$ cat config.mk
export PLATFORM = sky130hd
export DESIGN_NAME = countdown_timer_mmss_flat
export DESIGN_NICKNAME = d
export VERILOG_FILES = /design/src/rtl/countdown_timer_mmss_if.sv /design/src/rtl/countdown_timer_mmss.sv /design/src/flat_wrapper.sv
export SDC_FILE = /design/constraint.sdc
export NUM_CORES = 1
export LEC_CHECK = 0
export ABC_CLOCK_PERIOD_IN_PS = 2500
export CORE_MARGIN = 2
export CORE_UTILIZATION = 43
export DETAILED_ROUTE_END_ITERATION = 10
export PLACE_DENSITY = 0.7
export REMOVE_ABC_BUFFERS = 1
export SLEW_MARGIN = 20
export SYNTH_ARGS = -nofsm -noshare
export SYNTH_HDL_FRONTEND = slang
export SYNTH_SLANG_ARGS = --single-unit
$ cat constraint.sdc
create_clock -name Clk -period 2.5 [get_ports Clk]
set_input_delay 0.375 -clock Clk [delete_from_list [all_inputs] [get_ports Clk]]
set_output_delay 0.375 -clock Clk [all_outputs]
set_load 0.1 [all_outputs]
$ cat src/rtl/countdown_timer_mmss_if.sv
// Control and display signal bundle for the MM:SS countdown timer.
interface countdown_timer_mmss_if;
    logic       Tick;
    logic       LD;
    logic [2:0] IN_MIN_T;
    logic [3:0] IN_MIN_U;
    logic [2:0] IN_SEC_T;
    logic [3:0] IN_SEC_U;
    logic       Start;
    logic       Pause;
    logic       Ack;
    logic [2:0] MIN_T;
    logic [3:0] MIN_U;
    logic [2:0] SEC_T;
    logic [3:0] SEC_U;
    logic       RUNNING;
    logic       DONE;
    logic       ALARM;

    modport master (
        output Tick, LD, IN_MIN_T, IN_MIN_U, IN_SEC_T, IN_SEC_U,
        output Start, Pause, Ack,
        input  MIN_T, MIN_U, SEC_T, SEC_U, RUNNING, DONE, ALARM
    );

    modport slave (
        input  Tick, LD, IN_MIN_T, IN_MIN_U, IN_SEC_T, IN_SEC_U,
        input  Start, Pause, Ack,
        output MIN_T, MIN_U, SEC_T, SEC_U, RUNNING, DONE, ALARM
    );
endinterface

$ cat src/rtl/countdown_timer_mmss.sv
// Four-digit BCD MM:SS down-counter with load, start/pause and a
// self-clearing alarm that rings for a bounded number of ticks.
module countdown_timer_mmss #(
    parameter int ALARM_HOLD_SEC = 60
) (
    input  logic                   Clk,
    input  logic                   Clr,
    countdown_timer_mmss_if.slave  bus
);
    localparam logic [1:0] IDLE    = 2'd0;
    localparam logic [1:0] RUN     = 2'd1;
    localparam logic [1:0] PAUSED  = 2'd2;
    localparam logic [1:0] RINGING = 2'd3;
    localparam logic [7:0] HOLD    = 8'(ALARM_HOLD_SEC);

    logic [1:0] r_state;
    logic [2:0] r_min_t;
    logic [3:0] r_min_u;
    logic [2:0] r_sec_t;
    logic [3:0] r_sec_u;
    logic [7:0] r_ring;
    logic       r_running;
    logic       r_done;
    logic       r_alarm;

    logic       w_zero;
    logic       w_one;
    logic       w_ld_ok;
    logic [2:0] w_nmt;
    logic [3:0] w_nmu;
    logic [2:0] w_nst;
    logic [3:0] w_nsu;

    assign w_zero = (r_min_t == 3'd0) && (r_min_u == 4'd0) &&
                    (r_sec_t == 3'd0) && (r_sec_u == 4'd0);
    assign w_one  = (r_min_t == 3'd0) && (r_min_u == 4'd0) &&
                    (r_sec_t == 3'd0) && (r_sec_u == 4'd1);
    assign w_ld_ok = (bus.IN_MIN_T <= 3'd5) && (bus.IN_MIN_U <= 4'd9) &&
                     (bus.IN_SEC_T <= 3'd5) && (bus.IN_SEC_U <= 4'd9);

    // One BCD borrow chain; only used while the count is non-zero.
    always_comb begin
        w_nsu = r_sec_u - 4'd1;
        w_nst = r_sec_t;
        w_nmu = r_min_u;
        w_nmt = r_min_t;
        if (r_sec_u == 4'd0) begin
            w_nsu = 4'd9;
            w_nst = r_sec_t - 3'd1;
            if (r_sec_t == 3'd0) begin
                w_nst = 3'd5;
                w_nmu = r_min_u - 4'd1;
                if (r_min_u == 4'd0) begin
                    w_nmu = 4'd9;
                    w_nmt = r_min_t - 3'd1;
                end
            end
        end
    end

    always_ff @(posedge Clk) begin
        if (Clr) begin
            r_state   <= IDLE;
            r_min_t   <= 3'd0;
            r_min_u   <= 4'd0;
            r_sec_t   <= 3'd0;
            r_sec_u   <= 4'd0;
            r_ring    <= 8'd0;
            r_running <= 1'b0;
            r_done    <= 1'b0;
            r_alarm   <= 1'b0;
        end else begin
            r_done <= 1'b0;
            case (r_state)
                IDLE, PAUSED: begin
                    if (bus.LD && w_ld_ok) begin
                        r_min_t <= bus.IN_MIN_T;
                        r_min_u <= bus.IN_MIN_U;
                        r_sec_t <= bus.IN_SEC_T;
                        r_sec_u <= bus.IN_SEC_U;
                    end
                    // Start sees the pre-load count; Pause blocks resume.
                    if (bus.Start && !w_zero &&
                        !(r_state == PAUSED && bus.Pause)) begin
                        r_state   <= RUN;
                        r_running <= 1'b1;
                    end
                end
                RUN: begin
                    if (bus.Pause) begin
                        r_state   <= PAUSED;
                        r_running <= 1'b0;
                    end else if (bus.Tick) begin
                        if (w_one) begin
                            r_sec_u   <= 4'd0;
                            r_state   <= RINGING;
                            r_running <= 1'b0;
                            r_done    <= 1'b1;
                            r_alarm   <= 1'b1;
                            r_ring    <= 8'd0;
                        end else begin
                            r_min_t <= w_nmt;
                            r_min_u <= w_nmu;
                            r_sec_t <= w_nst;
                            r_sec_u <= w_nsu;
                        end
                    end
                end
                default: begin
                    if (bus.Ack || (bus.Tick && (r_ring + 8'd1 == HOLD))) begin
                        r_state <= IDLE;
                        r_alarm <= 1'b0;
                        r_ring  <= 8'd0;
                    end else if (bus.Tick) begin
                        r_ring <= r_ring + 8'd1;
                    end
                end
            endcase
        end
    end

    assign bus.MIN_T   = r_min_t;
    assign bus.MIN_U   = r_min_u;
    assign bus.SEC_T   = r_sec_t;
    assign bus.SEC_U   = r_sec_u;
    assign bus.RUNNING = r_running;
    assign bus.DONE    = r_done;
    assign bus.ALARM   = r_alarm;
endmodule
$ cat src/flat_wrapper.sv
// flat-port wrapper written by rule: the top's interface ports become plain ports
module countdown_timer_mmss_flat 
#(
    parameter int ALARM_HOLD_SEC = 60
)
  (Clk, Clr, bus_Tick, bus_LD, bus_IN_MIN_T, bus_IN_MIN_U, bus_IN_SEC_T, bus_IN_SEC_U, bus_Start, bus_Pause, bus_Ack, bus_MIN_T, bus_MIN_U, bus_SEC_T, bus_SEC_U, bus_RUNNING, bus_DONE, bus_ALARM);
  countdown_timer_mmss_if bus_i ();
  input  logic Clk;
  input  logic Clr;
  input wire logic [$bits(bus_i.Tick)-1:0] bus_Tick;
  input wire logic [$bits(bus_i.LD)-1:0] bus_LD;
  input wire logic [$bits(bus_i.IN_MIN_T)-1:0] bus_IN_MIN_T;
  input wire logic [$bits(bus_i.IN_MIN_U)-1:0] bus_IN_MIN_U;
  input wire logic [$bits(bus_i.IN_SEC_T)-1:0] bus_IN_SEC_T;
  input wire logic [$bits(bus_i.IN_SEC_U)-1:0] bus_IN_SEC_U;
  input wire logic [$bits(bus_i.Start)-1:0] bus_Start;
  input wire logic [$bits(bus_i.Pause)-1:0] bus_Pause;
  input wire logic [$bits(bus_i.Ack)-1:0] bus_Ack;
  output wire logic [$bits(bus_i.MIN_T)-1:0] bus_MIN_T;
  output wire logic [$bits(bus_i.MIN_U)-1:0] bus_MIN_U;
  output wire logic [$bits(bus_i.SEC_T)-1:0] bus_SEC_T;
  output wire logic [$bits(bus_i.SEC_U)-1:0] bus_SEC_U;
  output wire logic [$bits(bus_i.RUNNING)-1:0] bus_RUNNING;
  output wire logic [$bits(bus_i.DONE)-1:0] bus_DONE;
  output wire logic [$bits(bus_i.ALARM)-1:0] bus_ALARM;
  assign bus_i.Tick = bus_Tick;
  assign bus_i.LD = bus_LD;
  assign bus_i.IN_MIN_T = bus_IN_MIN_T;
  assign bus_i.IN_MIN_U = bus_IN_MIN_U;
  assign bus_i.IN_SEC_T = bus_IN_SEC_T;
  assign bus_i.IN_SEC_U = bus_IN_SEC_U;
  assign bus_i.Start = bus_Start;
  assign bus_i.Pause = bus_Pause;
  assign bus_i.Ack = bus_Ack;
  assign bus_MIN_T = bus_i.MIN_T;
  assign bus_MIN_U = bus_i.MIN_U;
  assign bus_SEC_T = bus_i.SEC_T;
  assign bus_SEC_U = bus_i.SEC_U;
  assign bus_RUNNING = bus_i.RUNNING;
  assign bus_DONE = bus_i.DONE;
  assign bus_ALARM = bus_i.ALARM;
  countdown_timer_mmss #(.ALARM_HOLD_SEC(ALARM_HOLD_SEC)) u_core (.Clk(Clk), .Clr(Clr), .bus(bus_i));
endmodule
==> impl_results.rst <==
.. list-table::
   :header-rows: 1

   * - Metric
     - Value
   * - Root buffer cell
     - sky130_fd_sc_hd__clkbuf_8
   * - Highest clock rate
     - 0.454 GHz
   * - Portion of netlist area occupied by mux cells
     - 2.43%
   * - Largest net degree at the start of global routing
     - 20
   * - Synth Cell Area
     - 1650 um^2
   * - Adder-cell share of the synthesized area
     - 4.55%
   * - Most common library cell in the layout ignoring fill and taps
     - sky130_fd_sc_hd__buf_4
   * - Worst setup path endpoint
     - u_core.bus.SEC_T[0]$_SDFFE_PP0P_
   * - Total GRT Usage
     - 20.7%
   * - Instance count of the mapped netlist
     - 207
   * - Number of optimization iterations in the first detailed-route pass
     - 4
   * - Arrival time of data at the critical path endpoint
     - 2390 ps
   * - Post-Synth XOR/XNOR Area
     - 0%
   * - Source of the worst register-to-register timing path
     - u_core.bus.SEC_U[0]$_SDFFE_PP0P_
   * - Count of H-tree levels built during CTS
     - 1
   * - Number of antenna-violating nets in the routed design
     - 0
   * - Clock tree buffer depth
     - 2
   * - Slew headroom
     - 55.3%
   * - Post-synthesis cell type with the largest combined area
     - sky130_fd_sc_hd__dfxtp_1
   * - Synthesis warning total
     - 0
   * - Power Total
     - 0.00150 W
   * - Synth top area share
     - 32.8%
   * - Share of async-settable or async-resettable flops after synthesis
     - 0%
   * - Number of enable-type register cells in the synthesized netlist
     - 0
   * - Worst path max stage delay
     - 520 ps
   * - Total gr overflow
     - 0
   * - Kind of start point of the critical path
     - register
   * - Cell variety after synth
     - 44
   * - Final worst path period need
     - 2200 ps
   * - Commonest cells after routing, fill and taps aside
     - 28 x sky130_fd_sc_hd__buf_4, 27 x sky130_fd_sc_hd__dfxtp_1, 21 x sky130_fd_sc_hd__nand2_1, 20 x sky130_fd_sc_hd__clkdlybuf4s50_1, 17 x sky130_fd_sc_hd__nor2_1
   * - Ratio of cells with drive above 1 in the final layout
     - 14.9%
   * - Global-route wire length before repair
     - 7150 um
   * - Clock-pin slew of the registers on the worst-case setup and hold paths
     - 100 ps
   * - Synth Register Bits
     - 27
   * - Die boundary height
     - 65.9 um
   * - Critical-path cell list
     - inv_1 -> ha_1 -> nor3b_1 -> o31ai_1 -> a22oi_1 -> buf_4 -> a21oi_1 -> a311oi_1
   * - Number of buffers added on ports
     - 37
   * - Post-CTS sizing
     - 0
   * - Area added between synthesis and finish
     - 29.1%
   * - Final WL
     - 4300 um
   * - Total number of vias
     - 1707
   * - Critical path peak fanout
     - 5
   * - Min-delay worst type
     - register to register
   * - Hold violation count in the final report
     - 0
   * - Worst path required time
     - 2690 ps
   * - Later-pin clock latency in the skew report
     - 270 ps
   * - Antenna violations before repair
     - 0
   * - Number of filler instances in the final layout
     - 364
   * - Actual transition at the worst max-transition pin
     - 671 ps
   * - Max Cap Violations
     - 0
   * - Internal reg-to-reg setup slack
     - 300 ps
   * - Simple-gate area share of the yosys netlist
     - 28.2%
   * - Via/cell ratio
     - 5.75
   * - Fraction of the yosys area taken by sequential cells
     - 32.8%
   * - Final nets
     - 277
   * - Peak supply drop
     - 0.396 mV
   * - Category of the critical setup timing path
     - register to register
   * - Areal power density over the cells
     - 706 nW/um^2
   * - DIE AREA
     - 4350 um^2
   * - Run status
     - finished, final reports clean
   * - Die X-Extent
     - 65.9 um
   * - Final worst clock skew
     - 4.47 ps
   * - Terminus of the critical flop-to-flop path
     - u_core.bus.SEC_T[0]$_SDFFE_PP0P_
   * - Core ar.
     - 3660 um^2
   * - Post CTS Setup Buffer Count
     - 0
   * - Crit. Startpoint
     - u_core.bus.SEC_U[0]$_SDFFE_PP0P_
   * - Initial drt markers
     - 101
   * - Final Slew Violations
     - 0
   * - Clock buffer count from CTS
     - 3
   * - DRC violation count after routing
     - 0
   * - Number of top-level design ports
     - 38
   * - Number of antenna cells inserted
     - 0
   * - Average cell area after synthesis
     - 7.97 um^2
   * - Cells taking the most area after synthesis
     - sky130_fd_sc_hd__dfxtp_1 33%, sky130_fd_sc_hd__nand2_1 4.8%, sky130_fd_sc_hd__ha_1 4.6%
   * - Final routed wire length divided by cell count
     - 14.5 um
   * - Largest family of logic cells by synthesized area
     - simple AND/OR/NAND/NOR gates
   * - CP max stage cell
     - sky130_fd_sc_hd__nor3b_1
   * - Count of endpoints failing setup in the final report
     - 0
   * - Setup slack of the critical path after layout
     - 298 ps
   * - Complex-gate fraction of the synthesized area
     - 27.9%
   * - Endpoint kind of the worst setup timing path
     - register
   * - Effective utilization at floorplan
     - 45.0%
   * - Number of global-route vias before repair
     - 1518
   * - Worst r2r path cells
     - 8
   * - Weighted congestion reported at the end of routability-driven placement
     - 0.866
   * - HPWL after DPL
     - 3220 um
   * - CTS sink cnt
     - 27
   * - Standard-cell rows
     - 22
   * - TritonCTS clock tree
     - done
   * - Most instantiated flip-flop cell in the synthesis netlist
     - sky130_fd_sc_hd__dfxtp_1
   * - Utilization after layout
     - 58.1%
   * - Leakage power of the design
     - 0.810 nW
   * - Quantity of hold-fixing buffers added after cts
     - 0
   * - Unrepaired setup endpoints after global routing
     - no
   * - Worst-case setup slack after placement
     - 19.3 ps
   * - Fraction of the cycle the final worst path needs
     - 88.1%
Yosys cell counts (all sizes together) (2+ instances only):
library cell / instances
and3: 3
a22oi: 4
nand4: 5
a32o: 3
nor2b: 6
nor2: 17
nand2b: 6
clkbuf: 10
nor4: 2
ha: 6
mux2i: 4
a311oi: 5
nand3b: 3
or3: 3
a21oi: 14
nand3: 3
nand2: 21
dfxtp: 27
a31oi: 3
a31o: 2
o32ai: 2
nor3: 4
inv: 8
o31ai: 2
or4: 2
o21ai: 14
and2: 2
nor3b: 4
a41oi: 4
a211oi: 6
final cells by class:
| cell class | instances | area, um^2 | share of cell area (%) |
|---|---|---|---|
| Multi-Input combinational cell | 162 | 1040 | 48.9 |
| Sequential cell | 27 | 541 | 25.4 |
| Timing Repair Buffer | 48 | 410 | 19.3 |
| Tap cell | 48 | 60.1 | 2.82 |
| Clock buffer | 3 | 41.3 | 1.94 |
| Inverter | 8 | 30.0 | 1.41 |
| Clock inverter | 1 | 5.00 | 0.235 |
power by group:
part           switching, W  internal, W
clock network      0.000145     0.000112
logic              0.000486     0.000231
registers         0.0000588     0.000470
metal layers:
metal / vias to the layer above / share of wire, % / GRT usage, % / wire (um)
met4: 0 / 0.58 / 3.91 / 25
met3: 2 / 3.3 / 2.21 / 141
met1: 806 / 51 / 30.0 / 2180
met5: - / 0 / 0 / 0
li1: 870 / - / - / -
met2: 29 / 45 / 33.1 / 1950
worst min-delay path by stage:
| stage | start | to | depth (start not counted) |
|---|---|---|---|
| after floorplan | u_core.r_ring[7]$_SDFFE_PP0P_ | u_core.r_ring[7]$_SDFFE_PP0P_ | 1 |
| after global placement | u_core.bus.RUNNING$_SDFFE_PP0P_ | u_core.bus.RUNNING$_SDFFE_PP0P_ | 2 |
| after detailed placement | u_core.bus.RUNNING$_SDFFE_PP0P_ | u_core.bus.RUNNING$_SDFFE_PP0P_ | 2 |
| after CTS | u_core.bus.RUNNING$_SDFFE_PP0P_ | u_core.bus.RUNNING$_SDFFE_PP0P_ | 2 |
| after global routing | u_core.bus.RUNNING$_SDFFE_PP0P_ | u_core.bus.RUNNING$_SDFFE_PP0P_ | 2 |
| final | u_core.bus.RUNNING$_SDFFE_PP0P_ | u_core.bus.RUNNING$_SDFFE_PP0P_ | 2 |
per-stage QoR:
stage | area (um^2) | setup TNS [ps] | std cells | hold slack [ps]
after floorplan | 1610 | -120 | 197 | 443
after global placement | 2080 | 0 | 293 | 467
after detailed placement | 2080 | 0 | 293 | 480
after CTS | 2130 | 0 | 297 | 494
after global routing | 2130 | 0 | 297 | 529
final | 2130 | 0 | 297 | 489
state kept, by name, indices dropped and copies added (netlist names):
register and flops:
u_core.r_ring 8, u_core.bus.MIN_U 4, u_core.bus.SEC_U 4, u_core.bus.MIN_T 3, u_core.bus.SEC_T 3, u_core.r_state 2
u_core.bus.ALARM 1, u_core.bus.DONE 1, u_core.bus.RUNNING 1
cells by family (layout without fill, tap and decap cells):
group	count (synthesis)	count (layout)
AND/OR/NAND/NOR	86	86
AO/OA/AOI/OAI	66	66
flip-flops	27	27
buffers and inverters	18	60
adder cells (fa/ha/maj)	6	6
multiplexers	4	4
worst max-delay path: cells and delay by family (launching register included):
family / cells / cell delay [ps]
compound gates: 4 / 700
fa+ha+maj: 1 / 200
buf+inv: 2 / 340
flops: 1 / 360
simple gates: 1 / 520
(Power assumes the default switching activity.)
